**src/rtl/gen_sec.sv**
```systemverilog
// Serial frame generator: header pattern, data MSB first, optional even parity, idle gap.
// Drives the single-bit link consumed by det_sec.s_in.
module gen_sec #(
    parameter int                      ANCHO_DATO   = 4,
    parameter int                      ANCHO_PATRON = 4,
    parameter logic [ANCHO_PATRON-1:0] PATRON       = 4'b1101,
    parameter int                      PARIDAD      = 1,
    parameter int                      MIN_IDLE     = 2
) (
    input  logic                  clk,
    input  logic                  rst,
    input  logic [ANCHO_DATO-1:0] dato,
    input  logic                  cargar,
    output logic                  listo,
    output logic                  s_out,
    output logic                  enviando,
    output logic                  fin_trama
);

    localparam int MAX_AB  = (ANCHO_PATRON > ANCHO_DATO) ? ANCHO_PATRON : ANCHO_DATO;
    localparam int MAX_CNT = (MAX_AB > MIN_IDLE) ? MAX_AB : MIN_IDLE;
    localparam int CW      = $clog2(MAX_CNT + 1);

    typedef enum logic [2:0] {
        S_IDLE,
        S_CABECERA,
        S_DATO,
        S_PARIDAD,
        S_ESPERA
    } estado_t;

    estado_t               estado_q, estado_d;
    logic [CW-1:0]         cnt_q, cnt_d;
    logic [ANCHO_DATO-1:0] dato_q, dato_d;
    logic                  s_out_q, s_out_d;
    logic                  enviando_q, enviando_d;
    logic                  fin_trama_q, fin_trama_d;

    estado_t               tras_datos;
    logic [CW-1:0]         cnt_tras_datos;
    logic                  bit_pat;
    logic                  bit_dat;

    assign listo     = (estado_q == S_IDLE);
    assign s_out     = s_out_q;
    assign enviando  = enviando_q;
    assign fin_trama = fin_trama_q;

    // Next state and counter; cnt always holds the index of the bit shown on s_out.
    always_comb begin
        estado_d = estado_q;
        cnt_d    = cnt_q;
        dato_d   = dato_q;

        if (MIN_IDLE > 0) begin
            tras_datos     = S_ESPERA;
            cnt_tras_datos = CW'((MIN_IDLE > 0) ? MIN_IDLE - 1 : 0);
        end else begin
            tras_datos     = S_IDLE;
            cnt_tras_datos = '0;
        end

        case (estado_q)
            S_IDLE: begin
                if (cargar) begin
                    estado_d = S_CABECERA;
                    cnt_d    = CW'(ANCHO_PATRON - 1);
                    dato_d   = dato;
                end
            end
            S_CABECERA: begin
                if (cnt_q == '0) begin
                    estado_d = S_DATO;
                    cnt_d    = CW'(ANCHO_DATO - 1);
                end else begin
                    cnt_d = cnt_q - 1'b1;
                end
            end
            S_DATO: begin
                if (cnt_q == '0) begin
                    if (PARIDAD != 0) begin
                        estado_d = S_PARIDAD;
                        cnt_d    = '0;
                    end else begin
                        estado_d = tras_datos;
                        cnt_d    = cnt_tras_datos;
                    end
                end else begin
                    cnt_d = cnt_q - 1'b1;
                end
            end
            S_PARIDAD: begin
                estado_d = tras_datos;
                cnt_d    = cnt_tras_datos;
            end
            S_ESPERA: begin
                if (cnt_q == '0) begin
                    estado_d = S_IDLE;
                    cnt_d    = '0;
                end else begin
                    cnt_d = cnt_q - 1'b1;
                end
            end
            default: begin
                estado_d = S_IDLE;
                cnt_d    = '0;
            end
        endcase
    end

    // Outputs are derived from the next state so they register alongside it.
    always_comb begin
        bit_pat = 1'b0;
        for (int unsigned i = 0; i < ANCHO_PATRON; i++) begin
            if (cnt_d == CW'(i)) begin
                bit_pat = PATRON[i];
            end
        end

        bit_dat = 1'b0;
        for (int unsigned i = 0; i < ANCHO_DATO; i++) begin
            if (cnt_d == CW'(i)) begin
                bit_dat = dato_d[i];
            end
        end

        s_out_d     = 1'b0;
        enviando_d  = 1'b0;
        fin_trama_d = 1'b0;

        case (estado_d)
            S_CABECERA: begin
                s_out_d    = bit_pat;
                enviando_d = 1'b1;
            end
            S_DATO: begin
                s_out_d     = bit_dat;
                enviando_d  = 1'b1;
                fin_trama_d = (PARIDAD == 0) && (cnt_d == '0);
            end
            S_PARIDAD: begin
                s_out_d     = ^dato_d;
                enviando_d  = 1'b1;
                fin_trama_d = 1'b1;
            end
            default: begin
                s_out_d     = 1'b0;
                enviando_d  = 1'b0;
                fin_trama_d = 1'b0;
            end
        endcase
    end

    always_ff @(posedge clk) begin
        if (rst) begin
            estado_q    <= S_IDLE;
            cnt_q       <= '0;
            dato_q      <= '0;
            s_out_q     <= 1'b0;
            enviando_q  <= 1'b0;
            fin_trama_q <= 1'b0;
        end else begin
            estado_q    <= estado_d;
            cnt_q       <= cnt_d;
            dato_q      <= dato_d;
            s_out_q     <= s_out_d;
            enviando_q  <= enviando_d;
            fin_trama_q <= fin_trama_d;
        end
    end

endmodule

```
**config.mk**
```make
export PLATFORM = sky130hd
export DESIGN_NAME = gen_sec
export DESIGN_NICKNAME = d
export VERILOG_FILES = /design/src/rtl/gen_sec.sv
export SDC_FILE = /design/constraint.sdc
export NUM_CORES = 1
export LEC_CHECK = 0
export CAP_MARGIN = 20
export CORE_MARGIN = 4
export CORE_UTILIZATION = 51
export CTS_CLUSTER_SIZE = 12
export DETAILED_ROUTE_END_ITERATION = 6
export GPL_TIMING_DRIVEN = 0
export PLACE_DENSITY = 0.86
export RECOVER_POWER = 100
export SYNTH_ARGS = -nofsm -noshare
export SYNTH_HDL_FRONTEND = slang
export SYNTH_SLANG_ARGS = --single-unit
```
**constraint.sdc**
```tcl
create_clock -name clk -period 2.1 [get_ports clk]
set_clock_uncertainty 0.15 [all_clocks]
set_input_delay 0.315 -clock clk [delete_from_list [all_inputs] [get_ports clk]]
set_output_delay 0.315 -clock clk [all_outputs]
set_load 0.005 [all_outputs]
```
== After elaboration in Yosys (flattened, before gate mapping) ==
Cells that the tools add are included.

* Flip-flop bits (word level): 13
* Bits of input ports: 7
* Output and inout bits: 4
* Logic and storage cells: 45

* Add/subtract/negate cells: 1
* Equality and inequality tests: 10
* Muxes and demuxes: 22
* Reduce and logical (&&, ||, !) cells: 6

{| class="wikitable"
|+ Operators by type and width
! kind !! count
|-
| $mux 3 || 7
|-
| $eq 3x2->1 const B || 6
|-
| $pmux 3 s5 || 1
|-
| $pmux 3 s4 || 1
|-
| $mux 1 || 10
|-
| $eq 3x1->1 const B || 3
|-
| $logic_not 3->1 || 3
|-
| $mux 4 || 2
|-
| $reduce_xor 4->1 || 1
|-
| $eq 3x3->1 const B || 1
|-
| $pmux 1 s3 || 1
|-
| $reduce_or 3->1 || 1
|-
| $sub 3x1->3 const B || 1
|-
| $reduce_or 2->1 || 1
|}

== Longest topological paths before layout ==
* Word-level depth: 9
* Depth in mapped cells: 7

== Worst setup path after synthesis ==
OpenSTA, ideal clock, no wires.

* Path type: input to register
* Start: input port cargar
* End: register s_out_q, in the netlist s_out
* Arrival: 1602 ps
* Data required time: 1814 ps
* Path slack: 211 ps
* Stages on the path: 6
* Path through: or4_1 mux2i_1 nor2_1 mux2_4 o211ai_2 a221oi_1

* Word-level cells in the longest chain between the ends: 8
* Elaborated cells between the ends (all ways): 23

{| class="wikitable"
|+ RTL lines
! item !! line !! source
|-
| from (decl) || 13 || <nowiki>input logic cargar,</nowiki>
|-
| $mux 3 || 65 || <nowiki>if (cargar) begin</nowiki>
|-
| $pmux 3 s4 || 63 || <nowiki>case (estado_q)</nowiki>
|-
| $logic_not 3->1 || 115, 122 ||
|-
| $mux 1 (on tied branches) (4 in a row) || 122, 115 ||
|-
| $pmux 1 s3 * || 131 || <nowiki>case (estado_d)</nowiki>
|-
| to (signal assigned) || 166 || <nowiki>s_out_q <= s_out_d;</nowiki>
|-
| to (decl) || 35 || <nowiki>logic s_out_q, s_out_d;</nowiki>
|}

Mark *: on every way between the ends. The rest lies on a longest branch, timed or not.
A chain may end at the register's enable or synchronous reset.

== Final worst setup path ==
* Start: register estado_q[1]
* End: register s_out_q, in the netlist s_out

* Word-level cells in the longest chain between the ends: 9
* Elaborated cells between the ends (all ways): 30

{| class="wikitable"
|+ RTL lines
! item !! line !! source
|-
| from (decl) || 32 || <nowiki>estado_t estado_q, estado_d;</nowiki>
|-
| from (signal assigned) || 163 || <nowiki>estado_q <= estado_d;</nowiki>
|-
| $eq 3x3->1 or $eq 3x2->1 (tied branches) || 63 ||
|-
| $reduce_or 2->1 (no line) || - ||
|-
| $pmux 3 s4 || 63 ||
|-
| $logic_not 3->1 || 115, 122 ||
|-
| $mux 1 (on tied branches) (4 in a row) || 122, 115 ||
|-
| $pmux 1 s3 * || 131 ||
|}

Marks and branches as above.

==> summary.txt <==
Route
  – Drt wl/cell: 14.2 um
  – First-iteration detailed-routing DRC count: 15
  – Vias: approximately 700
  – WL final: 1.67 mm
  – Antenna viol nets, final: 0
  – DRC violations left: 0
  – Routed vias/inst: 5.95
  – DR pass1 iterations: 5

Placed design
  – DP Worst Slack: -421 ps
  – Cells after DPL: about 110
  – HPWL after DPL: around 1.2 mm
  – DP Area: 873 um2
  – RePlAce Congestion: 0.839
  – PortBufs: 9

Power
  – Pleak: 0.345 nW
  – P_sw: 0.327 mW
  – Power Density: between 900 and 1000 nW/um2
  – Switching part of the total power: 0.375
  – Logic pwr share: 0.445
  – Maximum VDD drop: 0.538 mV
  – P_int: 0.544 mW
  – Flop pwr share: 0.374
  – Final Power: 0.871 mW
  – Clock share of power: 0.181

Clock network
  – Clock Latency Late Sink: between 200 and 300 ps
  – H-tree depth: 1
  – Longest Clk Path Bufs: 2
  – Clock sinks: 13
  – Hold buffer count at cts: 0
  – CTS tree: done
  – CTS root buf: clkbuf_4
  – Clk pin slew, worst setup/hold paths: roughly 80 ps
  – CTS buffer count: 3
  – Post-CTS Setup Bufs: 0

Floorplanning
  – Row Count: 13
  – Top-Level Pins: 11
  – Die ar.: 2180 um2
  – Core area: 1350 um2
  – Die Span Y: around 47 um
  – Die W: around 47 um
  – Starting Density: 0.566

Logic synthesis
  – Yosys warns: 0
  – Synth area leaders: dfxtp_1, nor2_1, mux2i_1, a21oi_1, a221oi_4
  – Average size of a mapped cell: 8.49 um2
  – Synth cell types: 38
  – Post-synth ARST share: 0
  – Dominant cell type by area after synthesis: dfxtp_1
  – Synth Cell Area: 764 um2
  – Top cell type's share of synthesized area: 0.340
  – Syn nets: between 90 and 100
  – Post-synthesis cell count: 90
  – Number of synthesized flops with an enable pin: 0
  – Number of synthesized register bits: 13
  – Synth Flop Type: dfxtp_1
  – Sequential cell area fraction in the yosys report: 0.340

Global routing
  – All-Layer GR Usage: 0.189
  – First-pass GRT wire length: 2.86 mm
  – Gr ovfl total: 0
  – Largest net degree at the start of global routing: 11
  – Vias in the first global route: 661
  – Antenna violations before repair: 0

Finish
  – Layout area overhead: 19.0%
  – Commonest non-fill, non-tap cell in the layout: nor2_1
  – Antenna fix cells: 0
  – Share of cells above drive strength 1: 0.165
  – Final nets: around 110
  – Final Non-Filler Cells: 118
  – Finished Cell Area: a little over 900 um2
  – Final Core Density: 0.674
  – Most frequent cells in the layout: nor2_1, dfxtp_1, a21oi_1, clkdlybuf4s50_1

Timing
  – RSZ-0062 raised after global routing: false
  – Slew headroom: 0.584
  – Final setup violation count: 0
  – Actual slew at the worst max-slew pin: approximately 620 ps
  – Setup WS post-layout: 72.1 ps
  – Final Hold Fails: 0
  – Slew Limit Fails: 0
  – Crit share post-route: 0.966
  – Fmax: 493 MHz
  – Crit path time final: 2030 ps

Worst setup path
  – Critical Path Start Type: register
  – CP max-delay cell: or4_1
  – Critical path class: register to register
  – CP Capture Type: register
  – Crit-path cells: or4_1 > mux2i_2 > nor2_2 > mux2_4 > o211ai_2 > a221oi_1
  – Arrival @ worst endpoint: 2030 ps
  – Worst-path maximum fanout: 7
  – Worst path max stage delay: approximately 520 ps
  – R2R depth: 6
  – CP required: 2100 ps

Job
  – Max cap viols: 0

Worst hold path
  – Hold Path Cell Cnt: 2
  – Type of the most critical hold path: input port to register

Run status
  – Outcome: complete, no violations
==> path summary, 6_finish.rpt <==
| kind | start | end | slack (ps) |
|---|---|---|---|
| worst max-delay path | estado_q[1] | s_out | 70 |
| worst min-delay path | rst | dato_q[0] | 250 |
| worst max register to register | estado_q[1] | s_out | 70 |
| worst min register to register | cnt_q[2] | cnt_q[2] | 350 |
==> cells in the mapped netlist (2+ instances only) <==
library cell / n
o21ai_0: 3
nor2_1: 16
nand3b_1: 2
or3_1: 2
a21oi_1: 6
nor2b_1: 2
a211oi_1: 2
dfxtp_1: 13
xnor2_1: 3
nand2_1: 2
clkbuf_1: 2
nor3_1: 4
buf_2: 2
inv_1: 3
or2_1: 2
mux2i_1: 4
==> cells by family (layout without fill, tap and decap cells) <==
| family | Yosys count | count (layout) | synth area share |
|---|---|---|---|
| flops | 13 | 13 | 0.340 |
| buf+inv | 9 | 22 | 0.0622 |
| fa+ha+maj | 1 | 1 | 0.0147 |
| compound gates | 22 | 22 | 0.229 |
| simple gates | 37 | 37 | 0.247 |
| xor+xnor | 3 | 3 | 0.0344 |
| mux | 5 | 5 | 0.0720 |
==> timing repair <==
action	in CTS	in global routing
hold endpoints to repair	0	0
setup endpoints to repair	1	2
resized for setup	2	4
==> layout make-up <==
cell class,instances,area [um2]
multi-input cells,68,463
fillers,122,440
flip-flops and latches,13,263
repair buffers,9,88.8
plain buffers,6,38.8
clock buffers,4,26.3
well taps,15,18.8
inverters,3,11.3
==> per-layer routing <==
metal	GRT usage	wire, um	vias up
met5	0	0	-
met4	0.0718	27	0
met3	0.0703	119	4
met2	0.324	813	23
met1	0.211	712	326
li1	-	-	349
==> worst max-delay path, delay by kind of cell, from the launching register on <==
family | cells | cell delay [ps]
mux | 2 | 540
flops | 1 | 360
compound gates | 2 | 240
simple gates | 2 | 610
==> flip-flops by register name, summed over array words and instances (netlist names) <==
register and count:
dato_q 4, cnt_q 3, s_out 1, estado_q 3
fin_trama 1, enviando 1
==> power by group through the flow <==
stage | sequential [mW] | combinational (mW) | clock, mW
2_1_floorplan | 0.319 | 0.288 | 0
3_3_place_gp | 0.324 | 0.370 | 0
3_5_place_dp | 0.328 | 0.380 | 0
4_1_cts | 0.322 | 0.385 | 0.163
5_1_grt | 0.329 | 0.427 | 0.177
6_report | 0.326 | 0.387 | 0.158
==> per-stage QoR <==
stage | TNS [ps] | hold slack (ps)
after floorplan | 0 | 304
after global placement | -404 | 329
after detailed placement | -421 | 343
after CTS | 0 | 249
after global routing | 0 | 280
final | 0 | 253
No activity file was read; power rests on OpenSTA's default activity.
